<file path="config.mk">
export PLATFORM = sky130hd
export DESIGN_NAME = alu_driver_flat
export DESIGN_NICKNAME = d
export VERILOG_FILES = /design/src/rtl/alu_driver_if.sv /design/src/rtl/alu_driver.sv /design/src/flat_wrapper.sv
export SDC_FILE = /design/constraint.sdc
export NUM_CORES = 1
export LEC_CHECK = 0
export ABC_AREA = 1
export ABC_CLOCK_PERIOD_IN_PS = 2900
export BUFFER_PORTS_ARGS = -buffer_cell sky130_fd_sc_hd__buf_2
export CORE_MARGIN = 2
export CORE_UTILIZATION = 56
export CTS_CLUSTER_SIZE = 40
export DETAILED_ROUTE_END_ITERATION = 16
export PLACE_DENSITY = 0.86
export SYNTH_ARGS = -nofsm -noshare
export SYNTH_HDL_FRONTEND = slang
export SYNTH_SLANG_ARGS = --single-unit
export TNS_END_PERCENT = 100
</file>
<file path="constraint.sdc">
create_clock -name Clock -period 2.9 [get_ports Clock]
set_input_delay 0 -clock Clock [delete_from_list [all_inputs] [get_ports Clock]]
set_output_delay 0 -clock Clock [all_outputs]
set_load 0.01 [all_outputs]
</file>
<file path="src/rtl/alu_driver_if.sv">
// Shared ALU encodings plus the command/response port bundle of alu_driver.
// The master modport is the stimulus side; the slave modport is the driver.

package types;

   // Encoding 0 of each type is its reset literal.
   typedef enum logic [1:0] {
      ADD      = 2'd0,
      SUBTRACT = 2'd1,
      MULTIPLY = 2'd2,
      NOP      = 2'd3
   } sel_t;

   typedef enum logic {
      NO_CARRY   = 1'b0,
      WITH_CARRY = 1'b1
   } mode_t;

endpackage

interface alu_driver_if;

   logic         Cmd_Valid;
   logic         Cmd_Ready;
   logic [3:0]   Cmd_Op1;
   logic [3:0]   Cmd_Op2;
   types::sel_t  Cmd_Sel;
   logic         Cmd_C_In;
   types::mode_t Cmd_Mode;

   logic         Rsp_Valid;
   logic         Rsp_Ready;
   logic [7:0]   Rsp_Result;
   logic         Rsp_Equal;

   modport master (
      output Cmd_Valid, Cmd_Op1, Cmd_Op2, Cmd_Sel, Cmd_C_In, Cmd_Mode, Rsp_Ready,
      input  Cmd_Ready, Rsp_Valid, Rsp_Result, Rsp_Equal
   );

   modport slave (
      input  Cmd_Valid, Cmd_Op1, Cmd_Op2, Cmd_Sel, Cmd_C_In, Cmd_Mode, Rsp_Ready,
      output Cmd_Ready, Rsp_Valid, Rsp_Result, Rsp_Equal
   );

endinterface

</file>
<file path="src/rtl/alu_driver.sv">
// alu_driver: queues ALU commands in a DEPTH-entry FIFO, issues them one at a
// time to a registered 4-bit ALU, and returns Result/Equal in command order.
// Optional feature: define ALU_DRIVER_CHECK_EN to compile a result checker that
// raises the sticky Mismatch flag; otherwise Mismatch is tied low.

module alu_driver #(
   parameter int unsigned DEPTH = 4
) (
   input  logic         Clock,
   input  logic         Reset_N,
   alu_driver_if.slave  bus,
   output logic [3:0]   Op1,
   output logic [3:0]   Op2,
   output types::sel_t  Sel,
   output logic         C_In,
   output types::mode_t Mode,
   input  logic [7:0]   Result,
   input  logic         Equal,
   output logic         Busy,
   output logic         Mismatch
);

   localparam int unsigned PtrW = $clog2(DEPTH);
   localparam int unsigned CntW = PtrW + 1;

   typedef struct packed {
      logic [3:0]   op1;
      logic [3:0]   op2;
      types::sel_t  sel;
      logic         c_in;
      types::mode_t mode;
   } cmd_t;

   typedef enum logic [1:0] {
      StIdle,
      StIssue,
      StCapture,
      StResp
   } state_e;

   // ---------------------------------------------------------------------------
   // Command FIFO
   // ---------------------------------------------------------------------------
   cmd_t              fifo_q [DEPTH];
   logic [PtrW-1:0]   wr_ptr_q, rd_ptr_q;
   logic [CntW-1:0]   count_q;
   logic              full, empty, push, pop;
   cmd_t              cmd_in, head;

   assign full   = (count_q == CntW'(DEPTH));
   assign empty  = (count_q == '0);
   assign push   = bus.Cmd_Valid && !full;
   assign head   = fifo_q[rd_ptr_q];
   assign cmd_in = '{op1:  bus.Cmd_Op1,
                     op2:  bus.Cmd_Op2,
                     sel:  bus.Cmd_Sel,
                     c_in: bus.Cmd_C_In,
                     mode: bus.Cmd_Mode};

   assign bus.Cmd_Ready = !full;

   // Storage needs no reset: occupancy is tracked solely by count_q.
   always_ff @(posedge Clock) begin
      if (push) begin
         fifo_q[wr_ptr_q] <= cmd_in;
      end
   end

   // Pointers and occupancy; a simultaneous push and pop leaves the count alone.
   always_ff @(posedge Clock or negedge Reset_N) begin
      if (!Reset_N) begin
         wr_ptr_q <= '0;
         rd_ptr_q <= '0;
         count_q  <= '0;
      end else begin
         if (push) wr_ptr_q <= wr_ptr_q + 1'b1;
         if (pop)  rd_ptr_q <= rd_ptr_q + 1'b1;
         unique case ({push, pop})
            2'b10:   count_q <= count_q + 1'b1;
            2'b01:   count_q <= count_q - 1'b1;
            default: count_q <= count_q;
         endcase
      end
   end

   // ---------------------------------------------------------------------------
   // Issue/capture FSM
   // ---------------------------------------------------------------------------
   state_e state_q, state_d;
   logic   rsp_valid_q, rsp_valid_d;
   logic   capture;

   // State register.
   always_ff @(posedge Clock or negedge Reset_N) begin
      if (!Reset_N) begin
         state_q     <= StIdle;
         rsp_valid_q <= 1'b0;
      end else begin
         state_q     <= state_d;
         rsp_valid_q <= rsp_valid_d;
      end
   end

   // Next state, FIFO pop and response-valid control.
   always_comb begin
      state_d     = state_q;
      rsp_valid_d = rsp_valid_q;
      pop         = 1'b0;
      capture     = 1'b0;
      unique case (state_q)
         StIdle: begin
            if (!empty) begin
               pop     = 1'b1;
               state_d = StIssue;
            end
         end
         // ALU samples its held inputs at the edge closing this state.
         StIssue: begin
            state_d = StCapture;
         end
         // ALU output is registered and valid here; latch it at the closing edge.
         StCapture: begin
            capture     = 1'b1;
            rsp_valid_d = 1'b1;
            state_d     = StResp;
         end
         StResp: begin
            if (bus.Rsp_Ready) begin
               rsp_valid_d = 1'b0;
               if (!empty) begin
                  pop     = 1'b1;
                  state_d = StIssue;
               end else begin
                  state_d = StIdle;
               end
            end
         end
         default: begin
            state_d = StIdle;
         end
      endcase
   end

   // ---------------------------------------------------------------------------
   // ALU input registers and response capture
   // ---------------------------------------------------------------------------
   logic [3:0]   op1_q, op2_q;
   types::sel_t  sel_q;
   logic         c_in_q;
   types::mode_t mode_q;
   logic [7:0]   rsp_result_q;
   logic         rsp_equal_q;

   // ALU inputs change only on pop and otherwise hold the last issued command.
   always_ff @(posedge Clock or negedge Reset_N) begin
      if (!Reset_N) begin
         op1_q  <= 4'd0;
         op2_q  <= 4'd0;
         sel_q  <= types::ADD;
         c_in_q <= 1'b0;
         mode_q <= types::NO_CARRY;
      end else if (pop) begin
         op1_q  <= head.op1;
         op2_q  <= head.op2;
         sel_q  <= head.sel;
         c_in_q <= head.c_in;
         mode_q <= head.mode;
      end
   end

   // Response data is written only in CAPTURE, so it holds while stalled.
   always_ff @(posedge Clock or negedge Reset_N) begin
      if (!Reset_N) begin
         rsp_result_q <= 8'd0;
         rsp_equal_q  <= 1'b0;
      end else if (capture) begin
         rsp_result_q <= Result;
         rsp_equal_q  <= Equal;
      end
   end

   assign Op1  = op1_q;
   assign Op2  = op2_q;
   assign Sel  = sel_q;
   assign C_In = c_in_q;
   assign Mode = mode_q;

   assign bus.Rsp_Valid  = rsp_valid_q;
   assign bus.Rsp_Result = rsp_result_q;
   assign bus.Rsp_Equal  = rsp_equal_q;

   assign Busy = (state_q != StIdle) || !empty;

   // ---------------------------------------------------------------------------
   // Optional result checker
   // ---------------------------------------------------------------------------
`ifdef ALU_DRIVER_CHECK_EN
   cmd_t       chk_q;
   logic [7:0] exp_result;
   logic       exp_equal;
   logic       mismatch_q;

   // Private copy of the issued command for the checker.
   always_ff @(posedge Clock or negedge Reset_N) begin
      if (!Reset_N) begin
         chk_q <= '0;
      end else if (pop) begin
         chk_q <= head;
      end
   end

   // Reference ALU: 8-bit modular arithmetic on zero-extended operands.
   always_comb begin
      logic [7:0] a8, b8, cy8;
      a8         = {4'd0, chk_q.op1};
      b8         = {4'd0, chk_q.op2};
      cy8        = (chk_q.mode == types::WITH_CARRY) ? {7'd0, chk_q.c_in} : 8'd0;
      exp_result = 8'd0;
      exp_equal  = (chk_q.op1 == chk_q.op2);
      case (chk_q.sel)
         types::ADD:      exp_result = a8 + b8 + cy8;
         types::SUBTRACT: exp_result = a8 - b8 - cy8;
         types::MULTIPLY: exp_result = a8 * b8;
         default:         exp_result = 8'd0;
      endcase
   end

   // Sticky until reset.
   always_ff @(posedge Clock or negedge Reset_N) begin
      if (!Reset_N) begin
         mismatch_q <= 1'b0;
      end else if (capture && ((Result != exp_result) || (Equal != exp_equal))) begin
         mismatch_q <= 1'b1;
      end
   end

   assign Mismatch = mismatch_q;
`else
   assign Mismatch = 1'b0;
`endif

endmodule

</file>
<file path="src/flat_wrapper.sv">
// flat-port wrapper written by rule: the top's interface ports become plain ports
module alu_driver_flat 
#(
   parameter int unsigned DEPTH = 4
)
  (Clock, Reset_N, Op1, Op2, Sel, C_In, Mode, Result, Equal, Busy, Mismatch, bus_Cmd_Valid, bus_Cmd_Op1, bus_Cmd_Op2, bus_Cmd_Sel, bus_Cmd_C_In, bus_Cmd_Mode, bus_Rsp_Ready, bus_Cmd_Ready, bus_Rsp_Valid, bus_Rsp_Result, bus_Rsp_Equal);
  alu_driver_if bus_i ();
  input  logic Clock;
  input  logic Reset_N;
  output logic [3:0] Op1;
  output logic [3:0] Op2;
  output types::sel_t Sel;
  output logic C_In;
  output types::mode_t Mode;
  input  logic [7:0] Result;
  input  logic Equal;
  output logic Busy;
  output logic Mismatch;
  input wire logic [$bits(bus_i.Cmd_Valid)-1:0] bus_Cmd_Valid;
  input wire logic [$bits(bus_i.Cmd_Op1)-1:0] bus_Cmd_Op1;
  input wire logic [$bits(bus_i.Cmd_Op2)-1:0] bus_Cmd_Op2;
  input wire logic [$bits(bus_i.Cmd_Sel)-1:0] bus_Cmd_Sel;
  input wire logic [$bits(bus_i.Cmd_C_In)-1:0] bus_Cmd_C_In;
  input wire logic [$bits(bus_i.Cmd_Mode)-1:0] bus_Cmd_Mode;
  input wire logic [$bits(bus_i.Rsp_Ready)-1:0] bus_Rsp_Ready;
  output wire logic [$bits(bus_i.Cmd_Ready)-1:0] bus_Cmd_Ready;
  output wire logic [$bits(bus_i.Rsp_Valid)-1:0] bus_Rsp_Valid;
  output wire logic [$bits(bus_i.Rsp_Result)-1:0] bus_Rsp_Result;
  output wire logic [$bits(bus_i.Rsp_Equal)-1:0] bus_Rsp_Equal;
  assign bus_i.Cmd_Valid = bus_Cmd_Valid;
  assign bus_i.Cmd_Op1 = bus_Cmd_Op1;
  assign bus_i.Cmd_Op2 = bus_Cmd_Op2;
  assign bus_i.Cmd_Sel = bus_Cmd_Sel;
  assign bus_i.Cmd_C_In = bus_Cmd_C_In;
  assign bus_i.Cmd_Mode = bus_Cmd_Mode;
  assign bus_i.Rsp_Ready = bus_Rsp_Ready;
  assign bus_Cmd_Ready = bus_i.Cmd_Ready;
  assign bus_Rsp_Valid = bus_i.Rsp_Valid;
  assign bus_Rsp_Result = bus_i.Rsp_Result;
  assign bus_Rsp_Equal = bus_i.Rsp_Equal;
  alu_driver #(.DEPTH(DEPTH)) u_core (.Clock(Clock), .Reset_N(Reset_N), .bus(bus_i), .Op1(Op1), .Op2(Op2), .Sel(Sel), .C_In(C_In), .Mode(Mode), .Result(Result), .Equal(Equal), .Busy(Busy), .Mismatch(Mismatch));
endmodule
</file>
==> impl_metrics.csv <==
group,metric,value,unit
outcome,status,"finished, final reports clean",
placed_design,dp_hpwl,3930,um
synth,synthCells,310,
die,die_height,81.6,um
die,num_rows,28,
grt,grt_use_total,21.0,%
flow_run,cap_viol_max_count,0,
pwr,p_per_area,1030,nW/um^2
die,coreArea,5890,sq um
pwr,finalPower,4.18,mW
synth,syn-num-nets,345,
critical_path,r2r_end,"u_core.count_q[2]",
synth,synth_cell_type_count,25,
sta,period_needed,2.38,ns
synth,synth-adder-area-share,3.93,%
route,num_vias,2294,
route,wl,6490,um
placed_design,gp_congestion,0.732,
sta,relSlewSlack,53.5,%
layout,regArea,2220,sq um
cts,cts_root_buf,"clkbuf_8",
critical_path,path_class,"reg2reg",
synth,syn_avg_cell_area,10.9,sq um
cts,cts_tree,"built",
critical_path,timing.rr.start,"u_core.state_q[1]",
layout,area_growth_syn_to_layout,20.6,%
die,die_w,81.6,um
critical_path,cp.arrival,2.67,ns
placed_design,portBuffers,48,
grt,grt_overflow,0,
sta,drv_slew,0,
cts,h-tree-depth,3,
sta,fin_hold_ws,0.0233,ns
layout,num-nets-final,420,
sta,worst_slack,0.518,ns
sta,fin_setup_tns,0,ns
sta,finalCritPeriodShare,82.1,%
layout,final_cells,465,
placed_design,post-place-cells,426,
critical_path,startpoint_type,"register",
critical_path,r2r.worst_path.cells,11,
sta,clock_skew,0.00613,ns
synth,ys_seq_area_share,65.7,%
critical_path,cp.required,3.18,ns
synth,synth_top_family_by_area,"simple AND/OR/NAND/NOR gates",
grt,grt_max_degree,32,
hold_path,holdPathStages,3,
route,via_per_inst,4.93,
layout,fillers,433,
grt,antenna_found_initial,0,
sta,worst_pin_slew,0.698,ns
layout,multi_input_area,1000,sq um
cts,clk_pin_slew,0.08,ns
grt,grt_pass1_vias,2209,
route,antenna_left,0,
hold_path,min_path_type,"in2reg",
synth,yosysWarnings,0,
die,num_io_pins,50,
cts,worstSkewPairLatency,0.35,ns
critical_path,critical_path.max_fanout,16,
sta,rsz0062_at_grt,"false",
synth,synth_compound_area_share,0.964,%
die,die_area,6670,sq um
layout,layout-drive-gt1-share,21.8,%
grt,grt_pass1_wl,9980,um
critical_path,r2r_setup_slack,0.52,ns
route,drt_iter0_markers,124,
die,start_util,57.4,%
hold_path,min_from,"bus_Cmd_Valid",
placed_design,dp_worst_setup_slack,0.570,ns
route,routedWlPerCell,14.0,um
pwr,leakagePower,1.90,nW
synth,synth.mux.area_fraction,3.34,%
cts,cts_buffer_depth,2,
layout,antenna_cells,0,
sta,hold_viol,0,
synth,synth_xor_area_share,1.04,%
cts,cts_sinks,79,
synth,netlist_area,3380,sq um
pwr,peakVddDrop,0.517,mV
route,firstDrtPassIters,4,
hold_path,hold_end,"u_core.wr_ptr_q[0]",
sta,finalSetupViolations,0,
cts,cts_resized,0,
sta,max_freq,0.420,GHz
cts,cts_buffers,9,
critical_path,end_kind,"register",
route,drcViolationCount,0,
synth,ys_seq_elements,79,
synth,yosys.area_share.simple,20.2,%
[layout by cell type (no fill, tap or decap), types with 3 or more instances in the layout]
cell type	netlist	layout
inv_1	12	12
mux2_2	10	10
buf_4	4	5
nand2_1	157	157
nand2_2	3	3
nor2_1	8	8
dfrtp_1	31	31
ha_1	9	9
clkbuf_8	0	9
a21oi_1	3	3
edfxtp_1	48	48
dlygate4sd3_1	0	23
buf_2	4	48
[area by class of cell]
cell class,instances,area share [%]
sequential,79,54.4
multi-input combinational,204,24.5
timing repair buffer,76,12.5
clock buffer,11,3.23
tap,75,2.30
inverter,15,1.57
clock inverter,5,1.44
[worst max-delay path: stages, from the launching register on]
cell      delay (ns)
dfrtp_1         0.41
inv_1           0.09
ha_1            0.28
inv_1           0.07
nand3_4         0.19
clkinv_4        0.15
ha_1            0.27
fa_1            0.40
nor2_1          0.15
nor2_1          0.07
nand2_1         0.09
xor2_1          0.14
[synth_stat cells]
| library cell | number | area share [%] |
|---|---|---|
| nand2_1 | 157 | 17 |
| edfxtp_1 | 48 | 43 |
| dfrtp_1 | 31 | 23 |
| inv_1 | 12 | 1.3 |
| mux2_2 | 10 | 3.3 |
| ha_1 | 9 | 3.3 |
| nor2_1 | 8 | 0.89 |
| buf_2 | 4 | 0.59 |
| buf_4 | 4 | 0.89 |
| buf_6 | 4 | 1.3 |
| a21oi_1 | 3 | 0.44 |
| nand2_2 | 3 | 0.56 |
| nand3_1 | 2 | 0.30 |
| o21ai_1 | 2 | 0.30 |
| xnor2_1 | 2 | 0.52 |
| xor2_1 | 2 | 0.52 |
| clkinv_4 | 1 | 0.26 |
| conb_1 | 1 | 0.11 |
| fa_1 | 1 | 0.59 |
| inv_2 | 1 | 0.11 |
| inv_4 | 1 | 0.19 |
| nand3_4 | 1 | 0.52 |
| nor2_4 | 1 | 0.33 |
| o211ai_1 | 1 | 0.22 |
| or2_1 | 1 | 0.19 |
[flip-flops by register name (all words and copies together), names as in the netlist]
name                   count
u_core.fifo_q             48
u_core.bus.Rsp_Result      8
u_core.Op1                 4
u_core.Op2                 4
u_core.count_q             3
u_core.Sel                 2
u_core.rd_ptr_q            2
u_core.state_q             2
u_core.wr_ptr_q            2
u_core.C_In                1
u_core.Mode                1
u_core.bus.Rsp_Equal       1
u_core.bus.Rsp_Valid       1
[power breakdown]
part           switching [mW]  internal (mW)  total [mW]
clock                   0.396          0.398       0.794
combinational           0.964          0.623        1.59
sequential              0.230           1.57        1.80
[worst max-delay path by stage]
stage | to | from | cells after the start
3_3_place_gp | u_core.count_q[1] | u_core.state_q[0] | 8
5_1_grt | u_core.count_q[2] | u_core.state_q[1] | 11
2_1_floorplan | u_core.count_q[1] | u_core.state_q[0] | 9
4_1_cts | u_core.count_q[2] | u_core.state_q[1] | 11
3_5_place_dp | u_core.count_q[2] | u_core.state_q[1] | 11
6_report | u_core.count_q[2] | u_core.state_q[1] | 11
[stage by stage]
stage               utilization [%]  area, sq um
floorplan                         -         3380
global placement               62.1         3650
detailed placement             62.1         3650
CTS                            69.2         4070
global route                   69.2         4070
finish                         69.2         4070
[layer usage]
| metal | GRT usage (%) | wire length [um] |
|---|---|---|
| met5 | 0 | 0 |
| met1 | 22.8 | 2530 |
| met4 | 13.0 | 85 |
| met2 | 37.5 | 3460 |
| met3 | 4.18 | 418 |
[logic make-up (layout without fill, tap and decap cells)]
kind of cell	count (synthesis)	after routing
XOR/XNOR	4	4
adder cells (fa/ha/maj)	10	10
buffers and inverters	27	107
AO/OA/AOI/OAI	6	6
multiplexers	10	10
other	1	1
flip-flops	79	79
AND/OR/NAND/NOR	173	173
[timing repair]
| item | CTS | global route |
|---|---|---|
| hold buffers | 23 | 0 |
| setup buffers | 0 | 0 |
| endpoints found under the hold margin | 89 | 0 |
Note: power is estimated with default switching activity, not from simulation.
